`src/rtl/kalman_step_scheduler.sv`:
```
// Sequencer for one Kalman filter iteration: prediction, gain, covariance update, state update.
// Adds a per-phase watchdog, a one-deep sample buffer, overrun and iteration counters.
module kalman_step_scheduler #(
   parameter int TO_W    = 16,
   parameter int TIMEOUT = 4096,
   parameter int STEP_W  = 16,
   parameter int OVR_W   = 8
) (
   input  logic              clk,
   input  logic              reset,
   input  logic              clk_en,
   input  logic              enable,
   input  logic              sample_valid,
   input  logic              err_clear,
   output logic              start_prediction,
   output logic              start_k_g,
   input  logic              end_prediction,
   input  logic              end_k_g,
   input  logic              end_update,
   output logic              start_x_update,
   input  logic              x_update_done,
   output logic              busy,
   output logic              step_done,
   output logic [2:0]        phase,
   output logic              error,
   output logic [2:0]        err_phase,
   output logic [STEP_W-1:0] step_count,
   output logic [OVR_W-1:0]  overrun_cnt,
   output logic              pending
);

   typedef enum logic [2:0] {
      S_IDLE = 3'd0,
      S_PRED = 3'd1,
      S_KG   = 3'd2,
      S_UPD  = 3'd3,
      S_XUPD = 3'd4,
      S_DONE = 3'd5,
      S_ERR  = 3'd7
   } state_t;

   localparam logic [TO_W-1:0] TO_LIM = TO_W'(TIMEOUT - 1);

   state_t            state_q, state_d, next_ph;
   logic              first_q, first_d;
   logic [TO_W-1:0]   wd_q, wd_d;
   logic              pending_q, pending_d;
   logic [OVR_W-1:0]  ovr_q, ovr_d;
   logic [STEP_W-1:0] step_q, step_d;
   logic [2:0]        err_phase_q, err_phase_d;
   logic              start_pred_q, start_pred_d;
   logic              start_kg_q, start_kg_d;
   logic              start_xupd_q, start_xupd_d;
   logic              step_done_q, step_done_d;
   logic              busy_q, busy_d;
   logic              error_q, error_d;
   logic              launch, done_in;

   always_comb begin
      state_d     = state_q;
      first_d     = 1'b0;
      wd_d        = wd_q;
      pending_d   = pending_q;
      ovr_d       = ovr_q;
      step_d      = step_q;
      err_phase_d = err_phase_q;
      next_ph     = state_q;
      done_in     = 1'b0;
      launch      = ((state_q == S_IDLE) || (state_q == S_DONE)) && enable &&
                    (sample_valid || pending_q);

      case (state_q)
         S_PRED:  begin done_in = end_prediction; next_ph = S_KG;   end
         S_KG:    begin done_in = end_k_g;        next_ph = S_UPD;  end
         S_UPD:   begin done_in = end_update;     next_ph = S_XUPD; end
         S_XUPD:  begin done_in = x_update_done;  next_ph = S_DONE; end
         default: begin done_in = 1'b0;           next_ph = state_q; end
      endcase

      case (state_q)
         S_IDLE: if (launch) state_d = S_PRED;
         // first_q masks completion flags still high from the previous step
         S_PRED, S_KG, S_UPD, S_XUPD: begin
            if (!first_q && done_in) begin
               state_d = next_ph;
            end else if (wd_q == TO_LIM) begin
               state_d     = S_ERR;
               err_phase_d = state_q;
            end else begin
               wd_d = wd_q + 1'b1;
            end
         end
         S_DONE: state_d = launch ? S_PRED : S_IDLE;
         S_ERR: begin
            if (err_clear) begin
               state_d     = S_IDLE;
               pending_d   = 1'b0;
               err_phase_d = 3'd0;
               wd_d        = '0;
            end
         end
         default: state_d = S_IDLE;
      endcase

      if (state_d != state_q) begin
         wd_d    = '0;
         first_d = (state_d == S_PRED) || (state_d == S_KG) ||
                   (state_d == S_UPD)  || (state_d == S_XUPD);
      end

      if ((state_d == S_DONE) && (state_q != S_DONE)) step_d = step_q + 1'b1;

      // On launch with a new sample and a pending one, the new sample takes the buffer slot.
      if (sample_valid) begin
         if (launch) begin
            pending_d = pending_q;
         end else if (state_q == S_ERR) begin
            if (ovr_q != '1) ovr_d = ovr_q + 1'b1;
         end else if (state_q != S_IDLE) begin
            if (!pending_q)          pending_d = 1'b1;
            else if (ovr_q != '1)    ovr_d = ovr_q + 1'b1;
         end
      end else if (launch) begin
         pending_d = 1'b0;
      end

      start_pred_d = (state_d == S_PRED) && (state_q != S_PRED);
      start_kg_d   = (state_d == S_KG)   && (state_q != S_KG);
      start_xupd_d = (state_d == S_XUPD) && (state_q != S_XUPD);
      step_done_d  = (state_d == S_DONE);
      busy_d       = (state_d != S_IDLE) && (state_d != S_ERR);
      error_d      = (state_d == S_ERR);
   end

   always_ff @(posedge clk or posedge reset) begin
      if (reset) begin
         state_q      <= S_IDLE;
         first_q      <= 1'b0;
         wd_q         <= '0;
         pending_q    <= 1'b0;
         ovr_q        <= '0;
         step_q       <= '0;
         err_phase_q  <= 3'd0;
         start_pred_q <= 1'b0;
         start_kg_q   <= 1'b0;
         start_xupd_q <= 1'b0;
         step_done_q  <= 1'b0;
         busy_q       <= 1'b0;
         error_q      <= 1'b0;
      end else if (clk_en) begin
         state_q      <= state_d;
         first_q      <= first_d;
         wd_q         <= wd_d;
         pending_q    <= pending_d;
         ovr_q        <= ovr_d;
         step_q       <= step_d;
         err_phase_q  <= err_phase_d;
         start_pred_q <= start_pred_d;
         start_kg_q   <= start_kg_d;
         start_xupd_q <= start_xupd_d;
         step_done_q  <= step_done_d;
         busy_q       <= busy_d;
         error_q      <= error_d;
      end
   end

   assign start_prediction = start_pred_q;
   assign start_k_g        = start_kg_q;
   assign start_x_update   = start_xupd_q;
   assign busy             = busy_q;
   assign step_done        = step_done_q;
   assign phase            = state_q;
   assign error            = error_q;
   assign err_phase        = err_phase_q;
   assign step_count       = step_q;
   assign overrun_cnt      = ovr_q;
   assign pending          = pending_q;

endmodule

```
`config.mk`:
```
export PLATFORM = sky130hd
export DESIGN_NAME = kalman_step_scheduler
export DESIGN_NICKNAME = d
export VERILOG_FILES = /design/src/rtl/kalman_step_scheduler.sv
export SDC_FILE = /design/constraint.sdc
export NUM_CORES = 1
export LEC_CHECK = 0
export ABC_AREA = 1
export ABC_CLOCK_PERIOD_IN_PS = 2210
export BUFFER_PORTS_ARGS = -buffer_cell sky130_fd_sc_hd__buf_2
export CORE_MARGIN = 5
export CORE_UTILIZATION = 40
export DETAILED_ROUTE_END_ITERATION = 6
export GPL_TIMING_DRIVEN = 0
export PLACE_DENSITY_LB_ADDON = 0.08
export SETUP_SLACK_MARGIN = 0.15
export SLEW_MARGIN = 10
export SYNTH_ARGS = -nofsm -noshare
export SYNTH_HDL_FRONTEND = slang
export SYNTH_SLANG_ARGS = --single-unit
```
`constraint.sdc`:
```
create_clock -name clk -period 2.21 [get_ports clk]
set_input_delay 0.221 -clock clk [delete_from_list [all_inputs] [get_ports clk]]
set_output_delay 0.221 -clock clk [all_outputs]
set_load 0.01 [all_outputs]
```
======== After elaboration in Yosys (flattened, before gate mapping) ========
Index checks and enable logic that the tools add are counted.
cells by class
  eq/ne operators ......................... 27
  reduce and logical (&&, ||, !) cells .... 27
  bitwise gates (word level) .............. 1
  add/subtract/negate cells ............... 3
  multiplexer cells ....................... 30
operator list
  cell                                                                     count
  16-bit 2-to-1 mux                                                        4
  16-bit by 1-bit adder with 16-bit output, second input constant          2
  8-bit 2-to-1 mux                                                         4
  16-bit case mux with 2 select lines                                      1
  3-bit case mux with 4 select lines                                       2
  3-bit 2-to-1 mux                                                         7
  3-bit equality test, second input constant                               6
  3-bit != test, second input constant                                     6
  16-bit by 12-bit equality test with 1-bit output, second input constant  1
  5-bit AND reduction                                                      3
  3-bit by 2-bit equality test with 1-bit output, second input constant    4
  1-bit 2-to-1 mux                                                         10
  3-bit nonzero test                                                       3
  8-bit by 1-bit adder with 8-bit output, second input constant            1
  1-bit logical AND                                                        8
  2-bit != test, second input constant                                     4
  8-bit != test, second input constant                                     1
  3-bit by 1-bit equality test with 1-bit output, second input constant    2
  3-bit case mux with 2 select lines                                       1
  2-bit nonzero test                                                       3
  1-bit logical OR                                                         5
  1-bit case mux with 4 select lines                                       1
  2-bit AND reduction                                                      2
  4-bit OR reduction                                                       1
  other kinds (6)                                                          6
storage, ports and cells
  output and inout port bits .............. 37
  logic and storage cells ................. 101
  register bits after elaboration ......... 54
  input bits .............................. 10

======== Longest topological paths before layout ========
Gate-level depths: netlist of run 1.
  depth in word-level cells ............... 11
  gate-level depth with buffers ........... 17
  mapped depth without buffers ............ 16

======== Worst setup path before layout of run 1 ========
Ideal clock, no wire load.
  path kind ............................... reg2reg
  start point ............................. reg state_q[0] (netlist: phase[0])
  end point ............................... reg wd_q[3]
  slack ................................... 0.287 ns
  cell stages (with the launch flop) ...... 14
  buffers on the path ..................... 1
  library setup time ...................... 0.118 ns
  required time ........................... 2.092 ns
  data arrival time ....................... 1.805 ns
  cells stage by stage .................... dfrtp_1 -> nand2_2 -> clkinv_1 -> nand2_1 -> nand2_2 -> nor2_1 -> a211oi_2 -> nor2_1 -> inv_1 -> nand3_2 -> nand2_4 -> buf_6 -> nand2_1 -> nand2_1
between the ends
  word-level cells in the longest chain between the ends .. 9
  elaborated cells between the ends (all ways) .. 28
  those cells by class .................... 10 x eq/ne; 10 x mux; 8 x reduce/logical
RTL lines
  what                                                                         RTL line  text
  start: declaration                                                           44        state_t state_q, state_d, next_ph;
  start signal: assignment                                                     151       state_q <= state_d;
  parallel branches: the longest is 9 deep, another holds 5-bit AND reduction  --
  end signal: assignment                                                       153       wd_q <= wd_d;
  end: declaration                                                             46        logic [TO_W-1:0] wd_q, wd_d;
Parallel ways; which one is timed is not known.
A chain may end at the register's enable or synchronous reset.

======== Worst setup path in the final report of run 1 ========
  start point ............................. reg state_q[1] (netlist: phase[1])
  end point ............................... reg wd_q[12]
The elaborated chain is that of the path after synthesis.

==> results of run 1 <==
registers in the layout, summed over array words and instances (netlist names), 3 cells and up:
name,cells
step_count,16
err_phase,3
wd_q,16
phase,3
overrun_cnt,8
synthesized netlist by cell type (2+ instances only):
master / number
xor2_1: 18
nor2_2: 3
nor2_4: 2
nand2_1: 127
inv_2: 8
nor4_1: 2
nand3_1: 28
nand2_4: 2
nand2_2: 9
ha_1: 3
nor2_1: 37
inv_1: 39
a21oi_1: 6
o21ai_0: 11
buf_6: 4
o21ai_1: 9
dfrtp_1: 54
nor3_1: 9
nand4_1: 21
nand3_2: 3
xnor2_1: 14
buf_2: 5
worst paths after layout:
check / cells past startpoint / endpoint / startpoint / slack (ns)
min in group asynchronous: 3 / step_count[13]$_DFFE_PP0P_ / reset / 0.45
min reg2reg: 2 / step_done$_DFFE_PP0P_ / step_done$_DFFE_PP0P_ / 0.49
max: 16 / wd_q[12]$_DFFE_PP0P_ / phase[1]$_DFFE_PP0P_ / 0.17
max in group asynchronous: 4 / phase[0]$_DFFE_PP0P_ / reset / 1.21
min: 3 / start_prediction$_DFFE_PP0P_ / enable / 0.24
max reg2reg: 16 / wd_q[12]$_DFFE_PP0P_ / phase[1]$_DFFE_PP0P_ / 0.17
tightest hold or removal path, cell delays in order:
cell and delay [ns]:
buf_2 0.12, o211ai_4 0.10, o21ai_0 0.08
area by class of cell:
type,instances,area share (%)
Sequential cell,54,31.7
Clock buffer,6,1.93
Clock inverter,2,0.292
Inverter,49,4.53
Tap cell,105,3.07
Antenna cell,1,0.0585
Buffer,11,2.10
Multi-Input combinational cell,320,44.3
Timing Repair Buffer,77,12.1
cells by family (layout without fill, tap and decap cells):
family	count (synthesis)	after routing	synth area share, %
XOR/XNOR	32	32	8.43
multiplexers	1	1	0.339
other	0	1	0
buffers and inverters	60	145	7.94
adder cells (fa/ha/maj)	3	3	1.13
flip-flops	54	54	40.6
AO/OA/AOI/OAI	36	36	6.77
AND/OR/NAND/NOR	248	248	34.8
power by group:
group / leakage [µW] / internal (µW) / switching (µW) / total, µW
registers: 0.000707 / 1180 / 231 / 1410
clock network: 0.0000472 / 253 / 340 / 593
logic: 0.00145 / 1270 / 1700 / 2970
per-stage QoR:
stage	hold WS (ns)	setup slack, ns	total power (µW)	cells
after global routing	0.254	-0.00597	5360	625
after global placement	0.462	-0.132	3500	584
final	0.241	0.167	4970	625
after detailed placement	0.257	-0.0432	3510	585
after floorplan	0.410	0.287	2930	434
after CTS	0.237	0.152	4310	603
layer usage:
layer	vias to the layer above	GRT usage (%)	wire length, µm
met5	-	0	13
met2	65	27.4	4100
met3	8	3.37	363
met1	1441	23.1	4030
li1	1567	-	-
met4	2	4.50	76
cells in the final DEF (no fill, tap or decap), drive strengths merged:
master,netlist,layout
a211oi,2,2
a21oi,7,7
a311oi,1,1
a31oi,1,1
and3,1,1
buf,10,85
clkbuf,1,8
clkinv,1,2
clkinvlp,0,1
dfrtp,54,54
diode,0,1
dlygate4sd3,0,1
ha,3,3
inv,48,48
mux2,1,1
nand2,138,138
nand3,31,31
nand4,22,22
nor2,43,43
nor3,9,9
nor3b,1,1
nor4,2,2
o211ai,1,1
o21a,1,1
o21ai,21,21
o21bai,1,1
o31ai,1,1
or2,1,1
xnor2,14,14
xor2,18,18
repair_timing:
item	in CTS	in global routing
buffers inserted	9	20
cloned	0	1
endpoints found under the hold margin	19	0
setup endpoints to repair	40	38
pin swaps	2	23
resized for setup	11	51
hold buffers	1	0
==> run metrics, run 1 <==
first-pass GRT wire length=about 14000 µm; Highest Clock Rate=489 MHz; fin crit share=between 90% and 100%; Tot GR Track Use=between 10% and 20%; Critical Setup Path Class=reg -> reg; minimum clock period=~2 ns; CP max-delay cell=dfrtp_2; max-slew violations=0; share of cells above drive strength 1=approximately a third; grt ovf=0; initial antenna violation count=2; Final #Nets=about 530; Max stage delay on crit path=between 0.5 and 0.6 ns; WL/cell=13.7 µm; Clock Tree Root=clkbuf_8; flops & latches, synth=between 50 and 60; Total Wirelength=around 8600 µm; drt pass-1 iters=6; Hold Path Class=in -> reg; Slew headroom=a little under 70%; GPL Wtd Cong=roughly 0.87; area of the multi-input gates=around 0.0019 mm²; Synth warnings=0; Setup TNS=0 ns; Layout Skew=about 0.0082 ns; VDD IR max=0.000450 V; P per Cell Area=roughly 1200 mW/mm²; die extent in y=roughly 100 µm; hpwl dp=a little under 6000 µm; initial core utilization=about 40%; CTS Buf Count=5; CTS tree=built; placed cell areas=approximately 0.0037 mm²; Die X=101 µm; # IOs=47; area leader, netlist=dfrtp_1; WP buf/inv=3; Clock transition at path regs=0.10 ns; Hold Vio Cnt, Final=0; RSZ-0062 raised after global routing=yes; die area=0.0102 mm²; Post-route DRC=0; Cells after Synth=about 430; fill count=around 820; Setup-failing EPs final=0; largest net degree at the start of global routing=36; worst slew pin tran=0.481 ns; Max Fanout on Critical Path=7; crit path DAT=2.25 ns; crit path cell chain=inv_2, nor2_4, nand3_2, nand2_2, inv_1, nand2_1, nand3_2, nand2_4, nand2_8, nand2_4, nand2_2, nand3_2, nand2_4, clkbuf_16, nand2_2, nand2_1; Sequential Area=roughly 0.0014 mm²; initial drt markers=between 100 and 150; IO Port Bufs=45; area grow syn2layout=28.7%; Cell variety after synth=42; final instance area=about 0.0043 mm²; FP Rows=33; mapped cell area=between 0.003 and 0.004 mm²; max-cap viol count=0; post-layout util=52.4%; H-Tree Depth=2; clk sinks=between 50 and 60; Mapped Avg Cell Area=roughly 7.7 µm²; register area share after synthesis=40.6%; Routed Antenna Nets=0; CP Capture Type=register; P_leak=0.00220 µW; vias in the first global route=approximately 3000; Area contributors post-synth=dfrtp_1, nand2_1, xor2_1; core region area=slightly above 0.008 mm²; Setup crit start kind=register; share of synthesized registers carrying an async set or reset=100%; syn nets=447; outcome=finished clean; Clock Tree Buf Depth=2; Main synth FF type=dfrtp_1; WP data required=2.42 ns; family with the most delay on the worst path=simple AND/OR/NAND/NOR gates; Vias/cell=4.93; Synth top area share=around two fifths; EDFF count, synth=0; vias=around 3100; worst skew pair latency=about 0.31 ns
No activity file was read; power rests on OpenSTA's default activity.
==> run 2, diff against run 1 <==
--- a/config.mk
+++ b/config.mk
@@ -8,6 +8,8 @@
 export ABC_AREA = 1
 export ABC_CLOCK_PERIOD_IN_PS = 2210
 export BUFFER_PORTS_ARGS = -buffer_cell sky130_fd_sc_hd__buf_2
+export CELL_PAD_IN_SITES_DETAIL_PLACEMENT = 1
+export CELL_PAD_IN_SITES_GLOBAL_PLACEMENT = 1
 export CORE_MARGIN = 5
 export CORE_UTILIZATION = 40
 export DETAILED_ROUTE_END_ITERATION = 6
==> run metrics, run 2 (synthesis results as in run 1) <==
outcome=finished clean (unchanged); Setup-failing EPs final=0 (unchanged); initial drt markers=64 (was 148); Hold Path Class=in -> reg (unchanged); Vias/cell=5.18 (was 4.93); crit path DAT=2.44 ns (was 2.25 ns); Total Wirelength=10300 µm (was 8580 µm); vias in the first global route=3341 (was 2951); WP data required=2.47 ns (was 2.42 ns); H-Tree Depth=2 (unchanged); CTS tree=built (unchanged); Worst Setup SP=phase[1]$_DFFE_PP0P_ (unchanged); crit path to=wd_q[13]$_DFFE_PP0P_ (was wd_q[12]$_DFFE_PP0P_); Critical Setup Path Class=reg -> reg (unchanged); Worst R2R Path Depth=14 (was 16); WL/cell=16.4 µm (was 13.7 µm); # diodes=0 (was 1); clk sinks=54 (unchanged); largest net degree at the start of global routing=37 (was 36); # IOs=47 (unchanged); Clock transition at path regs=0.10 ns (about the same); vias=3259 (was 3083); most frequent cells in the layout=nand2_1, dfrtp_1, buf_2 (unchanged); worst hold slack=0.247 ns (was 0.241 ns); max-cap viol count=0 (unchanged); worst skew pair latency=0.31 ns (about the same); Layout Skew=0.00778 ns (was 0.00818 ns); initial core utilization=40.7% (unchanged); grt ovf=0 (unchanged); CP Capture Type=register (unchanged); hpwl dp=6720 µm (was 5920 µm); Slew headroom=66.0% (was 68.0%); placed cell areas=0.00370 mm² (unchanged); share of cells above drive strength 1=31.5% (was 31.4%); first-pass GRT wire length=16000 µm (was 14100 µm); reg-to-reg slack, setup=0.02 ns (was 0.17 ns); core region area=0.00818 mm² (unchanged); area grow syn2layout=31.6% (was 28.7%); Clock Tree Root=clkbuf_8 (unchanged); Routed Antenna Nets=0 (unchanged); initial antenna violation count=0 (was 2); FF-to-FF End=wd_q[13]$_DFFE_PP0P_ (was wd_q[12]$_DFFE_PP0P_); P_leak=0.00226 µW (was 0.00220 µW); Setup crit start kind=register (unchanged); CTS Buf Count=5 (unchanged); Die X=101 µm (unchanged); final instance area=0.00438 mm² (was 0.00428 mm²); Highest Clock Rate=457 MHz (was 489 MHz); max-slew violations=0 (unchanged); worst slew pin tran=0.510 ns (was 0.481 ns); FP Rows=33 (unchanged); drt pass-1 iters=4 (was 6); Tot GR Track Use=19.2% (was 16.9%); Final #Nets=536 (was 531); minimum clock period=2.19 ns (was 2.04 ns); die area=0.0102 mm² (unchanged); RSZ-0062 raised after global routing=yes (unchanged); most common library cell in the layout ignoring fill and taps=nand2_1 (unchanged); Max Fanout on Critical Path=8 (was 7); fin crit share=98.9% (was 92.5%); R2R Path Start=phase[1]$_DFFE_PP0P_ (unchanged); IO Port Bufs=45 (unchanged); GPL Wtd Cong=0.797 (was 0.872); Hold Vio Cnt, Final=0 (unchanged); Post-route DRC=0 (unchanged); P per Cell Area=1260 mW/mm² (was 1160 mW/mm²); Clock Tree Buf Depth=2 (unchanged); VDD IR max=0.000555 V (was 0.000450 V); die extent in y=101 µm (unchanged)
run 2: power breakdown:
| part | internal [µW] | leakage [µW] | switching (µW) |
|---|---|---|---|
| registers | 1180 | 0.000705 | 237 |
| logic | 1370 | 0.00148 | 1890 |
| clock network | 484 | 0.0000714 | 348 |
| total | 3040 | 0.00226 | 2470 |
run 2: how the worst min path moves through the flow:
stage | depth (start not counted) | slack, ns | endpoint | start
2_1_floorplan | 2 | 0.41 | start_prediction$_DFFE_PP0P_ | enable
3_3_place_gp | 2 | 0.46 | start_x_update$_DFFE_PP0P_ | start_x_update$_DFFE_PP0P_
3_5_place_dp | 2 | 0.25 | overrun_cnt[7]$_DFFE_PP0P_ | reset
4_1_cts | 3 | 0.26 | start_prediction$_DFFE_PP0P_ | enable
5_1_grt | 3 | 0.30 | error$_DFFE_PP0P_ | clk_en
6_report | 3 | 0.25 | start_prediction$_DFFE_PP0P_ | enable
run 2: worst max-delay path: stages (launching register included):
cell and delay (ns):
dfrtp_2 0.52, inv_2 0.09, nor2_4 0.17, nand2_2 0.10, buf_4 0.15, nand2_1 0.07
inv_1 0.05, nand3_2 0.10, nand2_4 0.09, nand2_8 0.10, nand2_4 0.06, a21oi_4 0.26
buf_6 0.17, nand4_1 0.11, nand2_1 0.09
run 2: metrics by stage:
stage,std cells,utilization (%),total power [µW],TNS [ns],setup slack [ns]
after CTS,605,48.8,4650,0,0.121
after global placement,584,45.0,3510,-7.97,-0.139
after global routing,629,53.6,5830,-0.130,-0.0358
after floorplan,434,-,2930,0,0.287
final,629,53.6,5510,0,0.0234
after detailed placement,585,45.3,3580,-1.48,-0.124
run 2: layer usage:
metal | GRT usage (%) | routed length (µm) | up-vias
met3 | 2.07 | 269 | 10
met4 | 3.68 | 147 | 0
met2 | 33.6 | 5200 | 55
li1 | - | - | 1571
met1 | 26.0 | 4670 | 1623
met5 | 0 | 0 | -
run 2: layout make-up:
class	count	area (µm²)
clock buffers	6	82.6
multi-input cells	320	1900
repair buffers	82	563
clock inverters	2	60.1
well taps	105	131
flip-flops and latches	54	1360
plain buffers	11	90.1
fillers	1031	3800
inverters	49	194
run 2: what timing repair did:
action / in CTS / in global routing
resized for setup: 16 / 45
setup endpoints to repair: 42 / 38
pin swaps: 4 / 17
setup buffers: 11 / 22
hold buffers: 1 / 0
cloned: 0 / 2
endpoints found under the hold margin: 18 / 0
